## config.mk

```make
export PLATFORM = sky130hd
export DESIGN_NAME = food_ctrl
export DESIGN_NICKNAME = d
export VERILOG_FILES = /design/src/rtl/food_ctrl.sv
export SDC_FILE = /design/constraint.sdc
export NUM_CORES = 1
export LEC_CHECK = 0
export BUFFER_PORTS_ARGS = -buffer_cell sky130_fd_sc_hd__buf_2
export CAP_MARGIN = 25
export CORE_MARGIN = 4
export CORE_UTILIZATION = 54
export CTS_CLUSTER_SIZE = 25
export DETAILED_ROUTE_END_ITERATION = 10
export GPL_ROUTABILITY_DRIVEN = 0
export PLACE_DENSITY = 0.9
export SLEW_MARGIN = 20
export SYNTH_ARGS = -nofsm -noshare
export SYNTH_HDL_FRONTEND = slang
export SYNTH_SLANG_ARGS = --single-unit
```

## constraint.sdc

```tcl
create_clock -name clk_vga -period 3.5 [get_ports clk_vga]
set_input_delay 0.35 -clock clk_vga [delete_from_list [all_inputs] [get_ports clk_vga]]
set_output_delay 0.35 -clock clk_vga [all_outputs]
set_load 0.01 [all_outputs]
```

## src/rtl/food_ctrl.sv

```systemverilog
// -----------------------------------------------------------------------------
// food_ctrl -- food placement controller for the snake game (VGA pixel clock).
//
// On a start event (place_req, or an optional frame timeout) it samples the
// free-running random point generator, has the body checker vet the
// candidate and retries on collision. After MAX_TRIES hits the last candidate
// is committed anyway and place_fail pulses for one cycle.
//
// Optional feature macro: FOOD_TIMEOUT_EN -- when defined, uneaten food
// relocates after TIMEOUT_FRAMES frames spent idle with valid food.
//
// Ports:
//   clk_vga     in   pixel clock, the only clock
//   rst         in   asynchronous active-low reset
//   rand_x/y    in   10-bit candidate point from the random generator
//   place_req   in   one-cycle request for a new food position
//   frame_tick  in   one-cycle pulse per frame (timeout build only)
//   chk_valid   out  query to the body checker is valid
//   chk_x/y     out  queried candidate, held stable until chk_done
//   chk_done    in   checker result valid (sampled only while chk_valid=1)
//   chk_hit     in   candidate overlaps the snake, qualified by chk_done
//   food_x/y    out  committed food position
//   food_valid  out  food may be drawn or eaten
//   place_busy  out  placement in progress
//   place_fail  out  one-cycle pulse: tries exhausted, last candidate used
// -----------------------------------------------------------------------------
module food_ctrl #(
    parameter int MAX_TRIES      = 8,    // 1..15
    parameter int TIMEOUT_FRAMES = 600   // 1..1023
) (
    input  logic       clk_vga,
    input  logic       rst,
    input  logic [9:0] rand_x,
    input  logic [9:0] rand_y,
    input  logic       place_req,
    input  logic       frame_tick,
    output logic       chk_valid,
    output logic [9:0] chk_x,
    output logic [9:0] chk_y,
    input  logic       chk_done,
    input  logic       chk_hit,
    output logic [9:0] food_x,
    output logic [9:0] food_y,
    output logic       food_valid,
    output logic       place_busy,
    output logic       place_fail
);

    typedef enum logic [1:0] {IDLE, SAMPLE, CHECK, COMMIT} state_e;

    state_e     state_q, state_d;
    logic [3:0] try_cnt_q, try_cnt_d;
    logic       fail_q, fail_d;
    logic       chk_valid_q, chk_valid_d;
    // The chk_x/chk_y registers double as the candidate register: the
    // candidate must be presented unchanged for the whole query anyway.
    logic [9:0] chk_x_q, chk_x_d;
    logic [9:0] chk_y_q, chk_y_d;
    logic [9:0] food_x_q, food_x_d;
    logic [9:0] food_y_q, food_y_d;
    logic       food_valid_q, food_valid_d;
    logic       busy_q, busy_d;
    logic       place_fail_q, place_fail_d;

    logic       timeout;
    logic       start;

    // place_req and timeout together still form a single start event.
    assign start = (state_q == IDLE) && (place_req || timeout);

`ifdef FOOD_TIMEOUT_EN
    logic [9:0] frame_cnt_q, frame_cnt_d;
    logic       frame_inc;

    assign frame_inc = (state_q == IDLE) && food_valid_q && frame_tick;
    // Fire on the tick that brings the count to TIMEOUT_FRAMES, so the
    // relocation starts on exactly the TIMEOUT_FRAMES-th frame.
    assign timeout   = frame_inc && (frame_cnt_q == 10'(TIMEOUT_FRAMES - 1));

    always_comb begin
        frame_cnt_d = frame_cnt_q;
        if (start) begin
            frame_cnt_d = '0;
        end else if (frame_inc) begin
            frame_cnt_d = frame_cnt_q + 10'd1;
        end
    end

    always_ff @(posedge clk_vga or negedge rst) begin
        if (!rst) begin
            frame_cnt_q <= '0;
        end else begin
            frame_cnt_q <= frame_cnt_d;
        end
    end
`else
    logic unused_frame_tick;
    assign unused_frame_tick = frame_tick;
    assign timeout           = 1'b0;
`endif

    always_comb begin
        // NOTE: every _d gets a default before the case so no path leaves a
        // signal unassigned, which would otherwise infer a latch.
        state_d      = state_q;
        try_cnt_d    = try_cnt_q;
        fail_d       = fail_q;
        chk_valid_d  = chk_valid_q;
        chk_x_d      = chk_x_q;
        chk_y_d      = chk_y_q;
        food_x_d     = food_x_q;
        food_y_d     = food_y_q;
        food_valid_d = food_valid_q;
        busy_d       = busy_q;
        place_fail_d = 1'b0;

        unique case (state_q)
            IDLE: begin
                if (start) begin
                    state_d      = SAMPLE;
                    food_valid_d = 1'b0;
                    busy_d       = 1'b1;
                    try_cnt_d    = '0;
                    fail_d       = 1'b0;
                end
            end
            SAMPLE: begin
                chk_x_d     = rand_x;
                chk_y_d     = rand_y;
                try_cnt_d   = try_cnt_q + 4'd1;
                chk_valid_d = 1'b1;
                state_d     = CHECK;
            end
            CHECK: begin
                // chk_valid is always high in CHECK, so chk_done is qualified.
                if (chk_done) begin
                    chk_valid_d = 1'b0;
                    if (!chk_hit) begin
                        state_d = COMMIT;
                    end else if (try_cnt_q < 4'(MAX_TRIES)) begin
                        state_d = SAMPLE;
                    end else begin
                        state_d = COMMIT;
                        fail_d  = 1'b1;
                    end
                end
            end
            COMMIT: begin
                food_x_d     = chk_x_q;
                food_y_d     = chk_y_q;
                food_valid_d = 1'b1;
                busy_d       = 1'b0;
                place_fail_d = fail_q;
                state_d      = IDLE;
            end
            default: state_d = IDLE;
        endcase
    end

    // NOTE: state registers use non-blocking assignments so every flop
    // samples its _d value from before the clock edge.
    always_ff @(posedge clk_vga or negedge rst) begin
        if (!rst) begin
            state_q      <= IDLE;
            try_cnt_q    <= '0;
            fail_q       <= 1'b0;
            chk_valid_q  <= 1'b0;
            chk_x_q      <= '0;
            chk_y_q      <= '0;
            food_x_q     <= '0;
            food_y_q     <= '0;
            food_valid_q <= 1'b0;
            busy_q       <= 1'b0;
            place_fail_q <= 1'b0;
        end else begin
            state_q      <= state_d;
            try_cnt_q    <= try_cnt_d;
            fail_q       <= fail_d;
            chk_valid_q  <= chk_valid_d;
            chk_x_q      <= chk_x_d;
            chk_y_q      <= chk_y_d;
            food_x_q     <= food_x_d;
            food_y_q     <= food_y_d;
            food_valid_q <= food_valid_d;
            busy_q       <= busy_d;
            place_fail_q <= place_fail_d;
        end
    end

    assign chk_valid  = chk_valid_q;
    assign chk_x      = chk_x_q;
    assign chk_y      = chk_y_q;
    assign food_x     = food_x_q;
    assign food_y     = food_y_q;
    assign food_valid = food_valid_q;
    assign place_busy = busy_q;
    assign place_fail = place_fail_q;

endmodule
```

[Yosys cells after proc, flatten, opt, wreduce, memory -nomap -nowiden]
Index checks and enable logic that the tools add are counted.
Operators by class
  reductions and logical operators: 11
  multiplexer cells: 18
  $add $sub $neg: 1
  $lt $le $gt $ge: 1
  eq/ne operators: 7
Operators with widths (count)
  two-way mux 2 bit: 4
  inequality test 2 bit (second input constant): 4
  one-hot mux 1 bit (2 select lines): 4
  one-hot mux 2 bit (4 select lines): 1
  one-hot mux 4 bit (2 select lines): 1
  AND reduction 2 bit: 4
  nonzero test 2 bit: 4
  two-way mux 1 bit: 7
  AND reduction 5 bit: 1
  adder 4 x 1 -> 4 bit (second input constant): 1
  == test 2 bit (second input constant): 2
  < comparator 4 bit (second input constant): 1
  two-way mux 4 bit: 1
  == test 2 x 1 -> 1 bit (second input constant): 1
  logical NOT 2 bit: 1
  logical AND 1 bit: 1
Word-level totals
  output and inout bits: 44
  register bits after elaboration: 51
  bits of input ports: 26
  logic and storage cells: 49

[Logic depth before layout (Yosys ltp)]
Gate-level depths: netlist (run 1).
  depth in word-level cells: 5
  depth in mapped cells: 5
  depth with buffers taken out: 4

[Worst setup path before layout (run 1)]
No wires, ideal clock.
  path type: flip-flop to flip-flop
  start: reg state_q[0]
  end: reg chk_x_q[9] (netlist: chk_x[9])
  clock period less this slack: 1.194 ns
  library setup time: 0.125 ns
  cell stages (with the launch flop): 6
  required time: 3.375 ns
  path buffers: 2
  setup slack: 2.306 ns
  arrival: 1.069 ns
  path through: dfrtp_1 buf_6 inv_6 nor2_8 buf_12 mux2_4
On the way
  cells in the longest elaborated chain, start to end: 1
Ends and longest elaborated chain
  start: declaration: RTL line 51  | state_e state_q, state_d;
  start signal: assignment: RTL line 176  | state_q <= state_d;
  == test 2 x 1 -> 1 bit: RTL line 117  | unique case (state_q)
  end signal: assignment: RTL line 180  | chk_x_q <= chk_x_d;
  end: declaration: RTL line 57  | logic [9:0] chk_x_q, chk_x_d;
No other way between the ends.
A chain may end at the register's enable or synchronous reset.

[Worst setup path in the final report (run 1)]
  start: reg state_q[1]
  end: reg food_x_q[6] (netlist: food_x[6])
On the way
  cells in the longest elaborated chain, start to end: 1
Ends and longest elaborated chain
  == test 2 bit: RTL line 117
  end signal: assignment: RTL line 182  | food_x_q <= food_x_d;
  end: declaration: RTL line 59  | logic [9:0] food_x_q, food_x_d;
No other way between the ends.

==> results.md, run 1 <==
* Status: finished, final reports clean
* Non-Filler Instances at 253
* RSZ-0062 raised after global routing: no
* Cells after synthesis at 134
* Clock Tree Buf Depth at 2
* Nets at 231
* Endpoints failing hold at 0
* Top layer in use: met4
* TNS Setup at 0 ps
* Post-Place Cells at 245
* Area Growth Syn to Fin at 19.3%
* Worst Max-Slew Pin Slew at 708 ps
* Syn nets at 161
* Sink Count at 51
* Most frequent cells in the layout: buf_2, dfrtp_1, mux2_4
* Cts hold-fix bufs at 0
* Routed WL per cell at 16.3 um
* Slowest-stage cell, CP: dfrtp_1
* WS Path Type: register to register
* Largest net degree at the start of global routing at 28
* GR Overflow Total at 0
* Reg clk slew, reported paths at 80 ps
* Routed length on met3 at 149 um
* CP Launch Type: register
* Routed metal-1 wirelength at 1690 um
* Via count at 1,258
* Ports at 70
* Chip width at 71.6 um
* Share of layout cells above drive strength 1 at 58.0%
* Crit end category: register
* Placed wire-length estimate at 3070 um
* Crit path cell chain: nand2_2 > mux2_4
* First-pass GRT wire length at 6730 um
* Top cells by area, synth: dfrtp_1, mux2_4, buf_6, buf_12, nand2_1
* Avg Inst Size Synth at 16.3 um^2
* Synth cell types at 25
* Commonest non-fill, non-tap cell in the layout: buf_2
* Slew HR at 52.7%
* Yosys warnings at 0
* CP Max Fanout at 20
* Largest area contributor in the netlist: dfrtp_1
* Die H at 71.6 um
* Die area at 5120 um^2
* Drt first pass iters at 3
* Clk_lat worst skew at 290 ps
* Worst path arrival time at 1890 ps
* Initial core utilization at 57.9%
* Vias in the first global route at 1,344
* FF-to-FF setup slack at 1780 ps
* CTS root buf: clkbuf_8
* Initial antenna violation count at 0
* Routed vias/inst at 4.97
* DR WL met2 at 2280 um
* Iteration-0 DRC Markers at 82
* Core area at 3770 um^2
* # resized after CTS at 0
* Fillers at 271
* Drt total wl at 4140 um
* Worst hold path type: input port to asynchronous set/reset pin
* CP peak stage delay at 620 ps
* MaxCap Viol Count at 0
* Yosys top cell area share at 58.5%
* Leakage Power at 0.00136 uW
* Worst VDD drop at 0.610 mV
* Sequential element share of the synthesized area at 58.5%
* Port Buffer Count at 68
* Final setup fails at 0
* Synthesized area at 2180 um^2
* Setup bufs post-CTS at 0
* CP required at 3670 ps
* #FFs+latches synth at 51
* Htree depth at 2
* Post-route minimum period at 1720 ps
* Antenna-violating nets left at 0
* Detailed-route DRC error count at 0
* Fmax at 581 MHz
* Core Rows at 22
* Antenna Cells at 0
* PwrDens at 1000 nW/um^2
* Final period util at 49.2%
* Total CTS buffers at 5
* CTS tree: done
* Total global-route track usage at 17.0%
* Final Slew Violations at 0
* Clock skew at 7.35 ps
critical path: cells and delay by family, from the launching register on:
kind / cells / cell delay [ps]
DFF: 1 / 620
muxes: 1 / 460
and+or+nand+nor: 1 / 520
flip-flops by register name (all words and copies together), names as in the netlist:
signal	cells
chk_valid	1
chk_x	10
chk_y	10
fail_q	1
food_valid	1
food_x	10
food_y	10
place_busy	1
place_fail	1
state_q	2
try_cnt_q	4
per-stage QoR:
| stage | utilization (%) | power (uW) | worst slack [ps] | hold WS, ps | cell area, um^2 |
|---|---|---|---|---|---|
| floorplan | - | 1980 | 2310 | 54.4 | 2180 |
| global placement | 66.3 | 2260 | 1810 | 487 | 2500 |
| global route | 69.0 | 2780 | 1700 | 93.8 | 2600 |
| detailed placement | 66.8 | 2330 | 1790 | 383 | 2520 |
| CTS | 69.0 | 2650 | 1780 | 69.1 | 2600 |
| finish | 69.0 | 2610 | 1780 | 57.6 | 2600 |
final timing paths:
| path | endpoint | startpoint | cells past startpoint |
|---|---|---|---|
| worst max-delay path | food_x[6] | state_q[1] | 2 |
| worst min-delay path | fail_q | rst | 1 |
| worst max register to register | food_x[6] | state_q[1] | 2 |
| worst min register to register | food_x[0] | food_x[0] | 1 |
| max in group asynchronous | food_x[6] | rst | 2 |
| min in group clk_vga | chk_y[2] | rand_y[2] | 2 |
logic make-up after synthesis:
logic type / after synthesis / synth area share (%)
simple gates: 17 / 4.30
compound gates: 15 / 4.53
buf+inv: 10 / 4.81
mux: 40 / 27.3
fa+ha+maj: 1 / 0.573
flops: 51 / 58.5
cell type report:
cell class | instances | area, um^2 | area share, %
multi-input cells | 73 | 802 | 30.8
well taps | 48 | 60.1 | 2.31
clock inverters | 2 | 12.5 | 0.481
inverters | 4 | 20.0 | 0.769
flip-flops and latches | 51 | 1280 | 49.0
repair buffers | 69 | 360 | 13.8
clock buffers | 6 | 72.6 | 2.79
where the power goes:
part	internal (uW)	switching [uW]	leakage (uW)	total, uW
Clock	140	176	0.0000412	316
Sequential	882	235	0.000615	1120
Combinational	690	492	0.000708	1180
Total	1710	903	0.00136	2610
Yosys cell counts (all sizes together):
cell type and count:
o21bai 1, nand3 2, a41oi 1, a21oi 4, nand2 9, o2bb2ai 1
ha 1, and3 1, a22o 1, o211ai 1, inv 4, nor2 3
dfrtp 51, mux2 40, nand2b 1, o311ai 1, o21ai 4, a2bb2oi 1
nor3b 1, buf 6
layer usage:
metal  vias up  global-route usage [%]
li1        604                       -
met1       628                    20.6
met2        24                    31.2
met3         2                    2.95
met4         0                    3.76
met5         -                       0
No activity file was read; power rests on OpenSTA's default activity.
==> run 2, diff against run 1 <==
- CORE_UTILIZATION: 54 -> 50
- PLACE_DENSITY: 0.9 -> 0.85
- clock period: 3.5 -> 1.63 ns (I/O delays scaled with it)
==> results.md, run 2 (synthesis results as in run 1) <==
* Status: finished, final reports clean
* Crit path to: chk_y[4]
* Htree depth at 2
* Leakage Power at 0.00140 uW
* Worst Max-Slew Pin Slew at 485 ps
* Routed WL per cell at 15.6 um
* Chip width at 74.1 um
* Largest net degree at the start of global routing at 32
* TNS Setup at 0 ps
* Initial antenna violation count at 0
* Commonest non-fill, non-tap cell in the layout: buf_2
* Clock skew at 6.16 ps
* Vias in the first global route at 1,368
* Sink Count at 51
* RSZ-0062 raised after global routing: no
* Non-Filler Instances at 261
* WS Path Type: register to register
* Crit end category: register
* Clock Tree Buf Depth at 2
* Ports at 70
* Total global-route track usage at 15.8%
* Final setup fails at 0
* Drt first pass iters at 5
* FF-to-FF setup slack at 290 ps
* Fin area at 2670 um^2
* Nets at 237
* Fmax at 746 MHz
* Reg clk slew, reported paths at 90 ps
* GR Overflow Total at 0
* Total CTS buffers at 5
* First-pass GRT wire length at 6640 um
* Reg2Reg Depth at 4
* Routed vias/inst at 5.01
* Worst hold path type: input port to register
* Drt total wl at 4070 um
* Reg2Reg Capture Point: chk_y[4]
* CP required at 1810 ps
* Detailed-route DRC error count at 0
* Total power at 5720 uW
* Crit path cell chain: inv_6 > nor2_8 > buf_12 > mux2_4
* Fillers at 312
* Setup bufs post-CTS at 0
* Critical R2R Launch: state_q[0]
* Endpoints failing hold at 0
* Final Slew Violations at 0
* Slowest-stage cell, CP: dfrtp_1
* Via count at 1,308
* Post-route minimum period at 1340 ps
* Core area at 4120 um^2
* CP Max Fanout at 17
* CTS root buf: clkbuf_8
* Port Buffer Count at 68
* Antenna-violating nets left at 0
* Hold depth at 2
* PwrDens at 2140 nW/um^2
* CP Launch Type: register
* MaxCap Viol Count at 0
* CP startpoint: state_q[0]
* Die area at 5490 um^2
* Antenna Cells at 0
* Post-Place Cells at 252
* Iteration-0 DRC Markers at 57
* Area Growth Syn to Fin at 22.2%
* Final period util at 82.2%
* Die H at 74.1 um
* Core Rows at 23
* Post-DP Area at 2570 um^2
* Slew HR at 67.7%
* CTS tree: done
* CP peak stage delay at 460 ps
* Share of layout cells above drive strength 1 at 59.2%
* Placed wire-length estimate at 3030 um
* Most frequent cells in the layout: buf_2, dfrtp_1, mux2_4
* Worst path arrival time at 1520 ps
* Initial core utilization at 53.1%
* Worst VDD drop at 0.901 mV
* Clk_lat worst skew at 300 ps
[run 2: cell count changes in the layout (fill, tap and decap cells not counted), sizes merged]
cell         delta
dlygate4sd3     +1
buf             +5
clkbuf          -1
clkinv          +1
clkinvlp        -1
inv             +1
[run 2: cell type report]
class                           instances  area [um^2]  share of cell area, %
Tap cell                               50         62.6                   2.34
Sequential cell                        51         1280                   47.8
Multi-Input combinational cell         73          802                   30.1
Timing Repair Buffer                   75          420                   15.8
Inverter                                4         20.0                  0.750
Clock buffer                            5         68.8                   2.58
Clock inverter                          3         18.8                  0.703
[run 2: layer usage]
metal / GRT usage [%] / part of all wire, % / vias up
met1: 19.7 / 43 / 640
li1: - / - / 620
met3: 4.86 / 7.7 / 5
met5: 0 / 0 / -
met4: 4.83 / 1.2 / 0
met2: 26.6 / 48 / 43
[run 2: metrics by stage]
stage | hold slack, ps | util (%) | setup WS (ps)
after floorplan | -133 | - | 436
after global placement | 140 | 62.5 | 325
after detailed placement | 149 | 62.5 | 294
after CTS | 78.1 | 64.9 | 282
after global routing | 73.7 | 64.9 | 230
final | 87.5 | 64.9 | 290
[run 2: what timing repair did]
item	CTS	global route
hold buffers	1	0
gates resized for setup	0	0
hold endpoints to repair	20	0
[run 2: where the power goes]
part | switching [uW] | total (uW) | internal, uW
Combinational | 1100 | 2660 | 1560
Sequential | 457 | 2350 | 1890
Clock | 409 | 712 | 303
[run 2: worst max-delay path: cells and delay by family, from the launching register on]
kind / cells / cell delay (ps)
buffers and inverters: 2 / 270
DFF: 1 / 460
muxes: 1 / 310
and+or+nand+nor: 1 / 170
[run 2: worst min path at each step]
stage	start	end	slack, ps
6_report	rand_y[5]	chk_y[5]	90
5_1_grt	rand_x[4]	chk_x[4]	70
4_1_cts	rand_y[5]	chk_y[5]	80
3_5_place_dp	rst	food_y[0]	150
3_3_place_gp	rst	chk_y[0]	140
2_1_floorplan	rst	chk_valid	-130
